--- config.mk ---
export PLATFORM = sky130hd
export DESIGN_NAME = fetch_unit_flat
export DESIGN_NICKNAME = d
export VERILOG_FILES = /design/src/rtl/fetch_pkg.sv /design/src/rtl/fetch_if.sv /design/src/rtl/fetch_fifo.sv /design/src/rtl/fetch_unit.sv /design/src/flat_wrapper.sv
export SDC_FILE = /design/constraint.sdc
export NUM_CORES = 1
export LEC_CHECK = 0
export CORE_ASPECT_RATIO = 0.7
export CORE_MARGIN = 1
export CORE_UTILIZATION = 30
export DETAILED_ROUTE_END_ITERATION = 10
export PLACE_DENSITY = 0.46
export RECOVER_POWER = 50
export SYNTH_ARGS = -nofsm -noshare
export SYNTH_HDL_FRONTEND = slang
export SYNTH_HIERARCHICAL = 1
export SYNTH_SLANG_ARGS = --single-unit
--- constraint.sdc ---
create_clock -name clk -period 9 [get_ports clk]
set_input_delay 2.7 -clock clk [delete_from_list [all_inputs] [get_ports clk]]
set_output_delay 2.7 -clock clk [all_outputs]
set_load 0.02 [all_outputs]
--- src/rtl/fetch_pkg.sv ---
// fetch_pkg: shared types and constants for the instruction-fetch stage
package fetch_pkg;
  localparam int INSTR_W = 32;
  localparam logic [INSTR_W-1:0] NOP_INSTR = 32'h0000_0013;
  typedef struct packed {
    logic [INSTR_W-1:0] instr;
    logic [31:0]        pc;
  } fetch_entry_t;
endpackage

--- src/rtl/fetch_if.sv ---
// fetch_if: imem request/response, redirect and decode-side valid/ready bundle
// master = fetch_unit side, slave = memory/execute/decode environment side
interface fetch_if;
  logic        imem_req;
  logic [31:0] imem_addr;
  logic [31:0] imem_rdata;
  logic        redirect_en;
  logic [31:0] redirect_target;
  logic        out_valid;
  logic        out_ready;
  logic [31:0] out_instr;
  logic [31:0] out_pc;
  logic [31:0] out_pc_plus4;
  modport master (
    output imem_req, imem_addr, out_valid, out_instr, out_pc, out_pc_plus4,
    input  imem_rdata, redirect_en, redirect_target, out_ready
  );
  modport slave (
    input  imem_req, imem_addr, out_valid, out_instr, out_pc, out_pc_plus4,
    output imem_rdata, redirect_en, redirect_target, out_ready
  );
endinterface

--- src/rtl/fetch_fifo.sv ---
// fetch_fifo: synchronous FIFO of DEPTH entries of type T with flush
// ports: clk, rst, i_push/i_data, i_pop, i_flush, o_head (valid when o_count != 0), o_count
module fetch_fifo import fetch_pkg::*; #(
  parameter int  DEPTH = 4,
  parameter type T     = fetch_entry_t,
  localparam int AW    = $clog2(DEPTH)
) (
  input  logic        clk,
  input  logic        rst,
  input  logic        i_push,
  input  T            i_data,
  input  logic        i_pop,
  input  logic        i_flush,
  output T            o_head,
  output logic [AW:0] o_count
);
  T              r_mem [DEPTH];
  logic [AW-1:0] r_rd;
  logic [AW-1:0] r_wr;
  logic [AW:0]   r_cnt;
  always_ff @(posedge clk) begin
    if (rst || i_flush) begin
      r_rd  <= '0;
      r_wr  <= '0;
      r_cnt <= '0;
    end else begin
      if (i_push) r_wr <= r_wr + 1'b1;
      if (i_pop) r_rd <= r_rd + 1'b1;
      r_cnt <= r_cnt + (AW+1)'(i_push) - (AW+1)'(i_pop);
    end
  end
  always_ff @(posedge clk)
    if (i_push) r_mem[r_wr] <= i_data;
  assign o_head  = r_mem[r_rd];
  assign o_count = r_cnt;
endmodule

--- src/rtl/fetch_unit.sv ---
// fetch_unit: PC/issue logic feeding a fetch FIFO toward decode, with redirect flush
// ports: clk, rst, bus (fetch_if.master); perf_fetched/perf_flushed only when FETCH_PERF_EN is defined
module fetch_unit import fetch_pkg::*; #(
  parameter logic [31:0] RESET_PC = 32'h0000_0000,
  parameter int          DEPTH    = 4
) (
  input  logic        clk,
  input  logic        rst,
  fetch_if.master     bus
`ifdef FETCH_PERF_EN
  ,
  output logic [31:0] perf_fetched,
  output logic [31:0] perf_flushed
`endif
);
  localparam int AW = $clog2(DEPTH);
  logic [31:0]  r_pc;
  logic [31:0]  r_inflight_pc;
  logic         r_inflight;
  logic [AW:0]  w_count;
  logic         w_req;
  logic         w_push;
  logic         w_pop;
  logic         w_valid;
  logic         w_any;
  logic [31:0]  w_target;
  fetch_entry_t w_head;
  fetch_entry_t w_push_data;
  assign w_target    = bus.redirect_target & ~32'd3;
  assign w_any       = w_count != '0;
  assign w_valid     = !rst && w_any;
  // credit uses registered occupancy only; a pop this cycle frees space next cycle
  assign w_req       = !rst && !bus.redirect_en &&
                       (({1'b0, w_count} + (AW+2)'(r_inflight)) < (AW+2)'(DEPTH));
  // a redirect discards the response of the request issued last cycle
  assign w_push      = r_inflight && !bus.redirect_en;
  assign w_pop       = w_valid && bus.out_ready;
  assign w_push_data = '{instr: bus.imem_rdata, pc: r_inflight_pc};
  fetch_fifo #(.DEPTH(DEPTH), .T(fetch_entry_t)) u_fifo (
    .clk     (clk),
    .rst     (rst),
    .i_push  (w_push),
    .i_data  (w_push_data),
    .i_pop   (w_pop),
    .i_flush (bus.redirect_en),
    .o_head  (w_head),
    .o_count (w_count)
  );
  always_ff @(posedge clk) begin
    if (rst) begin
      r_pc       <= RESET_PC;
      r_inflight <= 1'b0;
    end else if (bus.redirect_en) begin
      r_pc       <= w_target;
      r_inflight <= 1'b0;
    end else begin
      r_inflight <= w_req;
      if (w_req) r_pc <= r_pc + 32'd4;
    end
  end
  always_ff @(posedge clk)
    if (w_req) r_inflight_pc <= r_pc;
  assign bus.imem_req     = w_req;
  assign bus.imem_addr    = r_pc;
  assign bus.out_valid    = w_valid;
  assign bus.out_instr    = w_any ? w_head.instr : '0;
  assign bus.out_pc       = w_any ? w_head.pc : '0;
  assign bus.out_pc_plus4 = w_any ? w_head.pc + 32'd4 : '0;
`ifdef FETCH_PERF_EN
  always_ff @(posedge clk) begin
    if (rst) begin
      perf_fetched <= '0;
      perf_flushed <= '0;
    end else begin
      if (w_pop) perf_fetched <= perf_fetched + 32'd1;
      if (bus.redirect_en)
        perf_flushed <= perf_flushed + 32'(w_count) - 32'(w_pop) + 32'(r_inflight);
    end
  end
`endif
endmodule

--- src/flat_wrapper.sv ---
// flat-port wrapper written by rule: the top's interface ports become plain ports
module fetch_unit_flat import fetch_pkg::*;
#(
  parameter logic [31:0] RESET_PC = 32'h0000_0000,
  parameter int          DEPTH    = 4
)
  (clk, rst, bus_imem_req, bus_imem_addr, bus_out_valid, bus_out_instr, bus_out_pc, bus_out_pc_plus4, bus_imem_rdata, bus_redirect_en, bus_redirect_target, bus_out_ready);
  fetch_if bus_i ();
  input  logic clk;
  input  logic rst;
  output wire logic [$bits(bus_i.imem_req)-1:0] bus_imem_req;
  output wire logic [$bits(bus_i.imem_addr)-1:0] bus_imem_addr;
  output wire logic [$bits(bus_i.out_valid)-1:0] bus_out_valid;
  output wire logic [$bits(bus_i.out_instr)-1:0] bus_out_instr;
  output wire logic [$bits(bus_i.out_pc)-1:0] bus_out_pc;
  output wire logic [$bits(bus_i.out_pc_plus4)-1:0] bus_out_pc_plus4;
  input wire logic [$bits(bus_i.imem_rdata)-1:0] bus_imem_rdata;
  input wire logic [$bits(bus_i.redirect_en)-1:0] bus_redirect_en;
  input wire logic [$bits(bus_i.redirect_target)-1:0] bus_redirect_target;
  input wire logic [$bits(bus_i.out_ready)-1:0] bus_out_ready;
  assign bus_imem_req = bus_i.imem_req;
  assign bus_imem_addr = bus_i.imem_addr;
  assign bus_out_valid = bus_i.out_valid;
  assign bus_out_instr = bus_i.out_instr;
  assign bus_out_pc = bus_i.out_pc;
  assign bus_out_pc_plus4 = bus_i.out_pc_plus4;
  assign bus_i.imem_rdata = bus_imem_rdata;
  assign bus_i.redirect_en = bus_redirect_en;
  assign bus_i.redirect_target = bus_redirect_target;
  assign bus_i.out_ready = bus_out_ready;
  fetch_unit #(.RESET_PC(RESET_PC), .DEPTH(DEPTH)) u_core (.clk(clk), .rst(rst), .bus(bus_i));
endmodule
==> impl_results.md, run 1 <==
- Vias in the first global route: 8013
- Synth cell count leaders: edfxtp_1, nor2_1, mux4_2, nor2b_1, dfxtp_1
- CTS Buf Count: 35
- Clk buf depth: 3
- Dominant cell by count in the synthesized netlist: edfxtp_1
- Crit path launch type: input port
- Top FF cell, synth: edfxtp_1
- HPWL reported at the end of detailed placement: 21400 um
- ANT nets after route: 0
- VDD IR-drop max: 0.120 mV
- WS Path Type: in2out
- Cell Count, Final, Fillers Out: 1657
- Pleak: 5.30 nW
- Fin Clk Skew: 0.0101 ns
- Routed length per instance: 20.3 um
- Period utilisation layout: 87.3%
- Post-Route Setup TNS: 0 ns
- Worst hold path cell count: 0
- Gr ovfl total: 0
- Via density: 4.71
- R2r setup slk: 5.72 ns
- Tightest Hold Check Type: reg2reg
- Footprint of the multi-input gates: 3800 um^2
- Vias: 7805
- Cell count after synthesis: 827
- Worst-path cell chain: dlygate4sd3_1 > clkbuf_1 > or4_1 > inv_2 > clkdlybuf4s50_1
- Reg area: 9400 um^2
- Final setup fails: 0
- H-tree levels: 2
- DRT Wirelength: 33700 um
- Post-CTS Setup Bufs: 0
- CP max stage cell: or4_1
- Post-Syn Area: 13500 um^2
- Hold EP: u_core/u_fifo/r_mem[0][2]
- Yosys warns: 6
- Slew of the pin with the lowest slew margin: 1.54 ns
- Layout Nets: 1115
- Core Rows: 64
- # fillers: 4165
- Worst Min Path Start: u_core/r_inflight_pc[2]
- First-pass GRT wire length: 51100 um
- Total die area: 46000 um^2
- Unique masters post-synth: 57
- Area contributors post-synth: edfxtp_1, mux4_2, dfxtp_1
- Pre-Repair DR Iteration Count: 4
- Sequential area share after synthesis: 69.4%
- Synthesized flop and latch total: 326
- Rel. slew slack: -3.03%
- Number of synthesized flops with an enable pin: 286
- PwrDens: 193 nW/um^2
- R2r endpoint: u_core/u_fifo/r_mem[3][60]
- Syn Area/Cell: 16.4 um^2
- Leading area contributor after synthesis: edfxtp_1
- Worst EP required: 6.30 ns
- Fin. max-slew vios: 17
- Initial Utilization: 30.7%
- Post-cts hold buffer count: 0
- Largest net degree at the start of global routing: 55
- Boundary Pins: 198
- Clock Sinks: 326
- CTS tree: built
- Synth top area share: 63.5%
- RSZ-0062 raised after global routing: false
- GRT Total Usage: 14.7%
- Placed Area: 16100 um^2
- Clock latency on the worst-skew pair: 0.51 ns
- GP Congestion: 0.738
- Max incr delay on CP: 0.73 ns
- Post-synth ARST share: 0%
- Critical path fanouts, max: 25
- Root Buffer: clkbuf_16
- Worst Setup End Kind: primary output
- Share of layout cells above drive strength 1: 12.2%
- Fin area: 17200 um^2
- CTS clock-pin slew for the worst setup and hold paths: 0.06 ns
- Final critical-path required period: 7.86 ns
- Max cap viols: 1
- Layout area overhead: 26.8%
- Failing checks: capacitance limit, slew limit
- Fmax: 127 MHz
- Status: finished with violations
- Worst EP arrival: 5.16 ns
- Core area: 44000 um^2
- Source of the worst register-to-register timing path: u_core/r_inflight
- I/O Buffers: 193
- Hold Fails Final Rpt: 0
- # DRC: 0
- Post-cts repair resize count: 0
- Initial antenna violation count: 0
- Reg2reg path depth: 3
- Post-Place Cells: 1595
- Die Wd: 256 um
- Die Ht: 180 um
- Drt initial violations: 533
- Ant diodes: 0
worst max-delay path, delay by kind of cell:
kind                   cells  cell delay (ns)
buffers and inverters      4             1.72
and+or+nand+nor            1             0.73
metal layers:
layer / GRT usage, % / part of all wire (%) / up-vias
li1: - / - / 3609
met1: 21.8 / 50 / 3983
met5: 0 / 0 / -
met2: 22.2 / 45 / 169
met4: 3.38 / 1.6 / 0
met3: 2.78 / 3.7 / 44
registers in the layout (all words and copies together) (netlist names), named ones only:
signal                 flops
u_core/u_fifo/r_mem      256
u_core/r_inflight          1
u_core/u_fifo/r_rd         2
u_core/u_fifo/r_wr         2
u_core/r_inflight_pc      30
u_core/u_fifo/o_count      3
u_core/bus.imem_addr      30
cell usage in the layout, fill, tap and decap left out, types with 22 or more instances in the layout:
master / Yosys / layout
nor2_1: 71 / 71
edfxtp_1: 286 / 286
dfxtp_1: 40 / 38
nor2b_1: 60 / 60
xor2_1: 22 / 22
clkdlybuf4s50_1: 0 / 155
nand3_1: 26 / 26
inv_1: 22 / 22
mux4_2: 60 / 60
clkbuf_16: 0 / 37
dlygate4sd3_1: 0 / 38
worst max-delay path by stage:
stage	startpoint	end	cells after the start
after global placement	bus_redirect_en	bus_imem_req	5
after detailed placement	rst	bus_imem_req	5
final	bus_redirect_en	bus_imem_req	5
after global routing	bus_redirect_en	bus_imem_req	5
after CTS	register	bus_out_pc_plus4[31]	7
after floorplan	bus_redirect_en	bus_imem_req	2
per-stage QoR:
step / power (W) / setup slack (ns) / hold WS [ns] / util [%]
global route: 0.00343 / 1.06 / 0.513 / 39.0
finish: 0.00330 / 1.14 / 0.498 / 39.0
CTS: 0.00337 / 1.45 / 0.497 / 39.0
global placement: 0.00194 / 1.69 / 0.488 / 36.5
floorplan: 0.00182 / 2.53 / 0.459 / -
detailed placement: 0.00194 / 1.69 / 0.485 / 36.5
kinds of logic after synthesis:
group | after synthesis | share of synthesized area, %
buf+inv | 64 | 2.78
xor+xnor | 40 | 2.70
simple gates | 253 | 10.0
mux | 68 | 11.1
compound gates | 66 | 3.09
flops | 326 | 69.4
other cells | 1 | 0.0277
fa+ha+maj | 9 | 0.888
area by class of cell:
class                      instances  share of cell area [%]
clock buffer                      48                    5.64
clock inverter                    14                   0.853
inverter                          23                   0.503
multi-input combinational        446                    22.1
sequential                       326                    54.8
tap                              594                    4.33
timing repair buffer             206                    11.8
report_power, final:
group | leakage [nW] | total (W) | internal [W] | switching, W
clock | 0.533 | 0.00141 | 0.000839 | 0.000568
combinational | 1.83 | 0.000192 | 0.0000896 | 0.000103
sequential | 2.94 | 0.00171 | 0.00167 | 0.0000325
total | 5.30 | 0.00330 | 0.00260 | 0.000704
(Power assumes the default switching activity.)
==> run 2, diff against run 1 <==
--- a/config.mk
+++ b/config.mk
@@ -8,8 +8,9 @@
 export CORE_ASPECT_RATIO = 0.7
 export CORE_MARGIN = 1
 export CORE_UTILIZATION = 30
+export CTS_CLUSTER_DIAMETER = 120
 export DETAILED_ROUTE_END_ITERATION = 10
-export PLACE_DENSITY = 0.46
+export PLACE_DENSITY = 0.48
 export RECOVER_POWER = 50
 export SYNTH_ARGS = -nofsm -noshare
 export SYNTH_HDL_FRONTEND = slang
==> constraint.sdc (replaced) <==
create_clock -name clk -period 6.3 [get_ports clk]
set_input_delay 1.89 -clock clk [delete_from_list [all_inputs] [get_ports clk]]
set_output_delay 1.89 -clock clk [all_outputs]
set_load 0.02 [all_outputs]
==> impl_results.md, run 2 (synthesis gave the netlist of run 1 again) <==
- Worst Setup End Kind: register
- DRT Wirelength: 34500 um
- Die Ht: 180 um
- Clk buf depth: 3
- CTS Buf Count: 36
- PwrDens: 274 nW/um^2
- Pleak: 5.40 nW
- Boundary Pins: 198
- CTS clock-pin slew for the worst setup and hold paths: 0.06 ns
- Status: finished with violations
- Hold Fails Final Rpt: 0
- WS Path Type: in2reg
- Period utilisation layout: 94.6%
- Post-cts repair resize count: 0
- Crit path launch type: input port
- Slew of the pin with the lowest slew margin: 2.51 ns
- Rel. slew slack: -67.7%
- RSZ-0062 raised after global routing: false
- Top reg by flops: u_core/u_fifo/r_mem
- Fin Clk Skew: 0.0213 ns
- # fillers: 4084
- Final setup fails: 0
- Die Wd: 256 um
- HPWL reported at the end of detailed placement: 22700 um
- Dpl ws: 0.753 ns
- Initial Utilization: 30.7%
- Worst EP required: 6.48 ns
- CTS tree: built
- Failing checks: capacitance limit, slew limit
- Commonest non-fill, non-tap cell in the layout: edfxtp_1
- Ant diodes: 0
- Initial antenna violation count: 0
- Via density: 4.74
- Layout Nets: 1128
- VDD IR-drop max: 0.145 mV
- Worst EP arrival: 6.14 ns
- Drt initial violations: 534
- Vias in the first global route: 7897
- Gr ovfl total: 0
- R2r setup slk: 2.38 ns
- Core area: 44000 um^2
- Vias: 7932
- ANT nets after route: 0
- Fin. max-slew vios: 100
- Number of flip-flops in the largest register: 256
- Largest net degree at the start of global routing: 52
- I/O Buffers: 193
- Post-Route Setup TNS: 0 ns
- Core Util, Final: 39.2%
- Max cap viols: 3
- Total die area: 46000 um^2
- Pre-Repair DR Iteration Count: 6
- First-pass GRT wire length: 51600 um
- Most frequent cells in the layout: edfxtp_1, clkdlybuf4s50_1, nor2_1, nor2b_1, mux4_2
- Share of layout cells above drive strength 1: 13.7%
- GP Congestion: 0.762
- Clock latency on the worst-skew pair: 0.53 ns
- H-tree levels: 2
- Core Rows: 64
- Final critical-path required period: 5.96 ns
- Setup ws final: 0.340 ns
- Critical path fanouts, max: 28
- GRT Total Usage: 14.9%
- Root Buffer: clkbuf_16
- Post-CTS Setup Bufs: 0
- Routed length per instance: 20.7 um
- Layout area overhead: 27.7%
- Tightest Hold Check Type: reg2reg
- Fmax: 168 MHz
- Clock Sinks: 326
- # DRC: 0
- Post-cts hold buffer count: 0
[run 2: cell types whose count changed in the layout (fill, tap and decap cells not counted), sizes merged, moves of 2 or more]
cell,change
buf,+11
clkdlybuf4s50,-9
dlygate4sd3,+9
clkinv,+4
inv,+2
[run 2: worst paths after layout]
path	endpoint	start	depth (start not counted)
hold / removal	u_core/u_fifo/r_mem[1][31]	u_core/r_inflight_pc[31]	0
hold reg to reg	u_core/u_fifo/r_mem[1][31]	u_core/r_inflight_pc[31]	0
setup reg to reg	u_core/bus.imem_addr[13]	u_core/u_fifo/o_count[0]	7
setup / recovery	u_core/u_fifo/r_mem[3][15]	bus_redirect_en	5
[run 2: per-layer routing]
layer  part of all wire [%]  up-vias  wire length, um  GRT usage, %
met5                      0        -                0             0
met3                    4.7       38             1630          3.05
met4                    1.5        0              515          3.23
li1                       -     3640                -             -
met1                     49     4075            16800          22.2
met2                     45      179            15600          22.3
[run 2: through the flow]
step	power, W	hold WS (ns)	cells	area, um^2
after detailed placement	0.00277	0.493	1607	16200
after global routing	0.00491	0.513	1672	17300
after global placement	0.00277	0.482	1607	16200
after floorplan	0.00260	0.459	836	13600
after CTS	0.00481	0.495	1672	17300
final	0.00473	0.498	1672	17300
[run 2: final cells by class]
cell class	instances	area [um^2]	share of cell area (%)
Multi-Input combinational cell	446	3810	22.0
Inverter	23	86.3	0.500
Clock buffer	47	973	5.64
Clock inverter	18	150	0.869
Timing Repair Buffer	218	2120	12.3
Sequential cell	326	9400	54.4
Tap cell	594	743	4.30
[run 2: critical path: stages]
cell and delay (ns):
dlygate4sd3_1 0.56, clkbuf_1 0.49, nor2b_1 0.67, and2_0 1.92
buf_4 0.57
[run 2: power breakdown]
| group | internal (W) | switching, W |
|---|---|---|
| Combinational | 0.000130 | 0.000150 |
| Sequential | 0.00239 | 0.0000465 |
| Clock | 0.00118 | 0.000842 |
| Total | 0.00370 | 0.00104 |
